$ cat config.mk
export PLATFORM = sky130hd
export DESIGN_NAME = serial_frame_deframer_flat
export DESIGN_NICKNAME = d
export VERILOG_FILES = /design/src/rtl/serial_frame_deframer_if.sv /design/src/rtl/serial_frame_deframer.sv /design/src/flat_wrapper.sv
export SDC_FILE = /design/constraint.sdc
export NUM_CORES = 1
export LEC_CHECK = 0
export ABC_AREA = 1
export CAP_MARGIN = 0
export CORE_ASPECT_RATIO = 0.8
export CORE_MARGIN = 5
export CORE_UTILIZATION = 34
export DETAILED_ROUTE_END_ITERATION = 8
export PLACE_DENSITY = 0.61
export SLEW_MARGIN = 30
export SYNTH_ARGS = -nofsm -noshare
export SYNTH_HDL_FRONTEND = slang
export SYNTH_SLANG_ARGS = --single-unit
export TNS_END_PERCENT = 50
$ cat constraint.sdc
create_clock -name clk -period 2 [get_ports clk]
set_clock_uncertainty 0.1 [all_clocks]
set_input_delay 0.3 -clock clk [delete_from_list [all_inputs] [get_ports clk]]
set_output_delay 0.3 -clock clk [all_outputs]
set_load 0.01 [all_outputs]
$ cat src/rtl/serial_frame_deframer_if.sv
// Bit-stream input and word-level output bundle of the serial frame deframer.
interface serial_frame_deframer_if #(
  parameter int unsigned DATA_W = 8,
  parameter int unsigned CNT_W  = 8
);
  logic              bit_in;
  logic              bit_en;
  logic [DATA_W-1:0] data_out;
  logic              data_valid;
  logic              sync_lock;
  logic [CNT_W-1:0]  frame_cnt;

  modport master (
    output bit_in, bit_en,
    input  data_out, data_valid, sync_lock, frame_cnt
  );

  modport slave (
    input  bit_in, bit_en,
    output data_out, data_valid, sync_lock, frame_cnt
  );
endinterface

$ cat src/rtl/serial_frame_deframer.sv
// Hunts a sliding sync word in a qualified serial stream, then assembles the
// following DATA_W bits MSB-first into a word with a one-cycle valid pulse.
module serial_frame_deframer #(
  parameter int unsigned       SYNC_W    = 8,
  parameter logic [SYNC_W-1:0] SYNC_WORD = 8'hA5,
  parameter int unsigned       DATA_W    = 8,
  parameter int unsigned       CNT_W     = 8
) (
  input  logic                    clk,
  input  logic                    rst,
  serial_frame_deframer_if.slave  bus
);
  localparam int unsigned BCNT_W = $clog2(DATA_W + 1);
  localparam int unsigned FILL_W = $clog2(SYNC_W + 1);

  typedef enum logic {HUNT, DATA} state_t;

  state_t              state_q, state_d;
  logic [SYNC_W-1:0]   sync_sr_q, sync_sr_d;
  logic [FILL_W-1:0]   fill_q, fill_d;
  logic [BCNT_W-1:0]   bcnt_q, bcnt_d;
  logic [DATA_W-1:0]   data_sr_q, data_sr_d;
  logic [DATA_W-1:0]   data_out_q, data_out_d;
  logic                valid_q, valid_d;
  logic                lock_q, lock_d;
  logic [CNT_W-1:0]    cnt_q, cnt_d;

  logic [SYNC_W-1:0]   sync_next;
  logic [DATA_W-1:0]   data_next;

  // Shifted candidates; the cast drops the oldest bit.
  assign sync_next = SYNC_W'({sync_sr_q, bus.bit_in});
  assign data_next = DATA_W'({data_sr_q, bus.bit_in});

  always_ff @(posedge clk or posedge rst) begin
    if (rst) begin
      state_q    <= HUNT;
      sync_sr_q  <= '0;
      fill_q     <= '0;
      bcnt_q     <= '0;
      data_sr_q  <= '0;
      data_out_q <= '0;
      valid_q    <= 1'b0;
      lock_q     <= 1'b0;
      cnt_q      <= '0;
    end else begin
      state_q    <= state_d;
      sync_sr_q  <= sync_sr_d;
      fill_q     <= fill_d;
      bcnt_q     <= bcnt_d;
      data_sr_q  <= data_sr_d;
      data_out_q <= data_out_d;
      valid_q    <= valid_d;
      lock_q     <= lock_d;
      cnt_q      <= cnt_d;
    end
  end

  always_comb begin
    state_d    = state_q;
    sync_sr_d  = sync_sr_q;
    fill_d     = fill_q;
    bcnt_d     = bcnt_q;
    data_sr_d  = data_sr_q;
    data_out_d = data_out_q;
    valid_d    = 1'b0;
    lock_d     = lock_q;
    cnt_d      = cnt_q;

    if (bus.bit_en) begin
      unique case (state_q)
        HUNT: begin
          sync_sr_d = sync_next;
          if (fill_q < FILL_W'(SYNC_W)) fill_d = FILL_W'(fill_q + 1'b1);
          // A match needs a full window of fresh bits since entering HUNT.
          if ((fill_q >= FILL_W'(SYNC_W - 1)) && (sync_next == SYNC_WORD)) begin
            state_d = DATA;
            lock_d  = 1'b1;
            bcnt_d  = '0;
          end
        end
        DATA: begin
          data_sr_d = data_next;
          bcnt_d    = BCNT_W'(bcnt_q + 1'b1);
          if (bcnt_q == BCNT_W'(DATA_W - 1)) begin
            data_out_d = data_next;
            valid_d    = 1'b1;
            if (cnt_q != {CNT_W{1'b1}}) cnt_d = CNT_W'(cnt_q + 1'b1);
            state_d   = HUNT;
            lock_d    = 1'b0;
            sync_sr_d = '0;
            fill_d    = '0;
            bcnt_d    = '0;
          end
        end
        default: state_d = HUNT;
      endcase
    end
  end

  assign bus.data_out   = data_out_q;
  assign bus.data_valid = valid_q;
  assign bus.sync_lock  = lock_q;
  assign bus.frame_cnt  = cnt_q;
endmodule
$ cat src/flat_wrapper.sv
// flat-port wrapper written by rule: the top's interface ports become plain ports
module serial_frame_deframer_flat 
#(
  parameter int unsigned       SYNC_W    = 8,
  parameter logic [SYNC_W-1:0] SYNC_WORD = 8'hA5,
  parameter int unsigned       DATA_W    = 8,
  parameter int unsigned       CNT_W     = 8
)
  (clk, rst, bus_bit_in, bus_bit_en, bus_data_out, bus_data_valid, bus_sync_lock, bus_frame_cnt);
  serial_frame_deframer_if #(.DATA_W(DATA_W), .CNT_W(CNT_W)) bus_i ();
  input  logic clk;
  input  logic rst;
  input wire logic [$bits(bus_i.bit_in)-1:0] bus_bit_in;
  input wire logic [$bits(bus_i.bit_en)-1:0] bus_bit_en;
  output wire logic [$bits(bus_i.data_out)-1:0] bus_data_out;
  output wire logic [$bits(bus_i.data_valid)-1:0] bus_data_valid;
  output wire logic [$bits(bus_i.sync_lock)-1:0] bus_sync_lock;
  output wire logic [$bits(bus_i.frame_cnt)-1:0] bus_frame_cnt;
  assign bus_i.bit_in = bus_bit_in;
  assign bus_i.bit_en = bus_bit_en;
  assign bus_data_out = bus_i.data_out;
  assign bus_data_valid = bus_i.data_valid;
  assign bus_sync_lock = bus_i.sync_lock;
  assign bus_frame_cnt = bus_i.frame_cnt;
  serial_frame_deframer #(.SYNC_W(SYNC_W), .SYNC_WORD(SYNC_WORD), .DATA_W(DATA_W), .CNT_W(CNT_W)) u_core (.clk(clk), .rst(rst), .bus(bus_i));
endmodule
==> results.cfg <==
[outcome]
run_status = finished clean

[sta]
finalHoldViolCount = 0
worstMarginPinSlew_ns = 0.525
setup-tns-final_ns = 0
slew_headroom_pct = 65.0
rsz0062_at_grt = false
period_share_pct = 87.0
period_needed_ns = 1.74
slew_violations = 0
fmax_mhz = 575
setup_viol = 0
setup_ws_ns = 0.261

[critical_path]
required_ns = 1.60
arrival_ns = 1.34
critPathLaunchType = register
max_stage_delay_ns = 0.59
cp_cell_sequence = clkdlybuf4s50_1
critPathCaptureType = output pin
cp_slowest_cell = clkdlybuf4s50_1
path_delay_family = buffers and inverters
crit_fanout = 6
crit_buf_inv = 1
criticalPathCategory = register to output pin

[clock_tree]
clkSlewWorstSetupHoldPaths_ns = 0.08
cts_buffer_depth = 2
clk_latency_ns = 0.29
cts_setup_buffers = 0
cts_max_level = 2
clockRootBuffer = clkbuf_8
hold_buffers = 0
cts_buffers = 5
cts.repair.resized = 0
cts.sinks = 41
cts_tree = yes

[die]
core_area_um2 = 5410
num_rows = 24
start_util_pct = 34.6
fp.dieW_um = 92.9
die_area_um2 = 7090
ios = 22
die_height_um = 76.3

[logic_synthesis]
yosys.area_share.simple_pct = 20.4
synth_ff_type = dfrtp_1
ys_seq_elements = 41
yosys.cell_count.top_type = nand2_1
ys_warn_count = 0
synth_edf_count = 0
synthMuxAreaShare_pct = 0.535
ys_types = 29
synth_nets = 202
synth.avg_cell_area_um2 = 9.59
synth_cells = 195
netlist.area_leader.share_pct = 54.8
synth_compound_area_share_pct = 11.2
synth_seq_area_share_pct = 54.8
synth-async-reset-ratio_pct = 100
synth_commonest_cells = 53 x nand2_1, 41 x dfrtp_1, 24 x inv_1
synthXorXnorAreaFrac_pct = 4.21
synthesis.area_um2 = 1870
synthAdderAreaFrac_pct = 2.01
synth_area_leader_cell = dfrtp_1
synth_top_family_by_area = simple AND/OR/NAND/NOR gates
synthTopCellsByArea = dfrtp_1 55%, nand2_1 11%, inv_1 4.8%

[layout]
final_area_um2 = 2270
fin_nets = 229
drive_gt1_share_pct = 12.6
n_antenna_cell = 0
syn2layout_area_growth_pct = 21.5
nFillCells = 545

[detailed_routing]
wl_um = 3420
wl_per_cell_um = 11.9
detail_route.vias_per_cell = 4.44
first_pass_iters = 4
vias = 1278
ant_nets = 0
drt_iter0_markers = 76
drc_errors = 0

[place]
dpl_cell_area_um2 = 2150
place.gp.congestion = 0.800
io_buffer_count = 21
dp_hpwl_um = 2370
pre_cts_ws_ns = 0.216

[global_route]
grt_max_degree = 42
antenna_found_initial = 0
grtUsageTotal_pct = 10.9
grt-ovfl-total = 0
grt_pass1_wl_um = 6100
grt_pass1_vias = 1295

[power]
power.internal_w = 0.00194
peakVddDrop_mv = 0.640
switchingPower_w = 0.000985
power-per-cell-area_nw_per_um2 = 1280
seq_power_share_pct = 45.6
clkPwrFrac_pct = 24.0
switching_share_pct = 33.7
power_frac_comb_pct = 30.4
p_leak_nw = 1.08

[hold_path]
hp-class = primary input to async pin

[flow_run]
maxCapViolCount = 0
[worst min-delay path: cells and delay by family]
family | cells | cell delay (ns)
buffers and inverters | 3 | 0.87
[final timing paths]
kind | start | endpoint | slack, ns | cells past startpoint
worst min-delay path | rst | u_core.bus.data_out[1]$_DFFE_PP0P_ | 0.32 | 3
worst max-delay path | u_core.bus.frame_cnt[2]$_DFFE_PP0P_ | bus_frame_cnt[2] | 0.26 | 1
worst max register to register | u_core.bcnt_q[0]$_DFFE_PP0P_ | u_core.fill_q[0]$_DFFE_PP0P_ | 0.46 | 6
worst min register to register | u_core.bus.sync_lock$_DFFE_PP0P_ | u_core.bus.sync_lock$_DFFE_PP0P_ | 0.38 | 2
max in group asynchronous | rst | u_core.fill_q[0]$_DFFE_PP0P_ | 1.10 | 3
min in group clk | u_core.bus.sync_lock$_DFFE_PP0P_ | u_core.bus.sync_lock$_DFFE_PP0P_ | 0.38 | 2
[flip-flops by register name, summed over array words and instances, names as in the netlist]
signal,flops
u_core.bus.data_out,8
u_core.bus.frame_cnt,8
u_core.data_sr_q,7
u_core.sync_sr_q,7
u_core.bcnt_q,4
u_core.fill_q,4
u_core.bus.data_valid,1
u_core.bus.sync_lock,1
u_core.state_q,1
[cell type report]
cell class | instances | area, µm² | share of cell area, %
clock inverters | 2 | 37.5 | 1.65
multi-input cells | 125 | 718 | 31.6
flip-flops and latches | 41 | 1030 | 45.1
clock buffers | 6 | 82.6 | 3.63
well taps | 65 | 81.3 | 3.58
inverters | 26 | 103 | 4.51
repair buffers | 23 | 225 | 9.91
[cell usage in the layout, fill, tap and decap left out]
| cell type | n |
|---|---|
| o21ai_1 | 2 |
| clkbuf_8 | 6 |
| nand3_1 | 11 |
| nor3_2 | 1 |
| o21ai_2 | 7 |
| mux2i_1 | 1 |
| nand2_2 | 2 |
| xnor2_1 | 5 |
| a21oi_1 | 4 |
| bufinv_16 | 1 |
| o31ai_2 | 1 |
| inv_2 | 1 |
| nand2_4 | 2 |
| inv_6 | 1 |
| buf_4 | 2 |
| nand3_4 | 1 |
| o22ai_1 | 8 |
| nand2_1 | 53 |
| dfrtp_1 | 41 |
| ha_1 | 3 |
| xor2_1 | 4 |
| nor3_1 | 1 |
| nand3b_1 | 1 |
| o21ai_0 | 8 |
| nor2_8 | 1 |
| clkdlybuf4s50_1 | 21 |
| a21oi_4 | 1 |
| clkinvlp_4 | 1 |
| and3_1 | 1 |
| nor2_1 | 7 |
| inv_1 | 24 |
[layer usage]
metal / wire length [µm] / global-route usage [%]
met5: 0 / 0
met4: 48 / 3.95
met2: 1440 / 15.9
met3: 192 / 4.64
met1: 1730 / 14.3
[cells by family after synthesis]
logic type | count (synthesis)
DFF | 41
and+or+nand+nor | 81
AOI/OAI and AO/OA | 31
xor gates and xnor gates | 9
muxes | 1
adders and majority gates | 3
buffers and inverters | 29
[per-stage QoR]
stage          utilization (%)  power [W]  std cells  hold WS (ns)
2_1_floorplan                -    0.00193        195         0.345
3_3_place_gp              39.8    0.00223        280         0.361
3_5_place_dp              39.8    0.00225        280         0.369
4_1_cts                   42.1    0.00297        288         0.346
5_1_grt                   42.1    0.00315        288         0.379
6_report                  42.1    0.00292        288         0.321
[power by group through the flow]
stage	Combinational, W	Sequential (W)	Clock, W
2_1_floorplan	0.000605	0.00132	0
3_3_place_gp	0.000887	0.00134	0
3_5_place_dp	0.000900	0.00135	0
4_1_cts	0.000908	0.00133	0.000729
5_1_grt	0.00102	0.00137	0.000763
6_report	0.000888	0.00133	0.000702
Note: power is estimated with default switching activity, not from simulation.
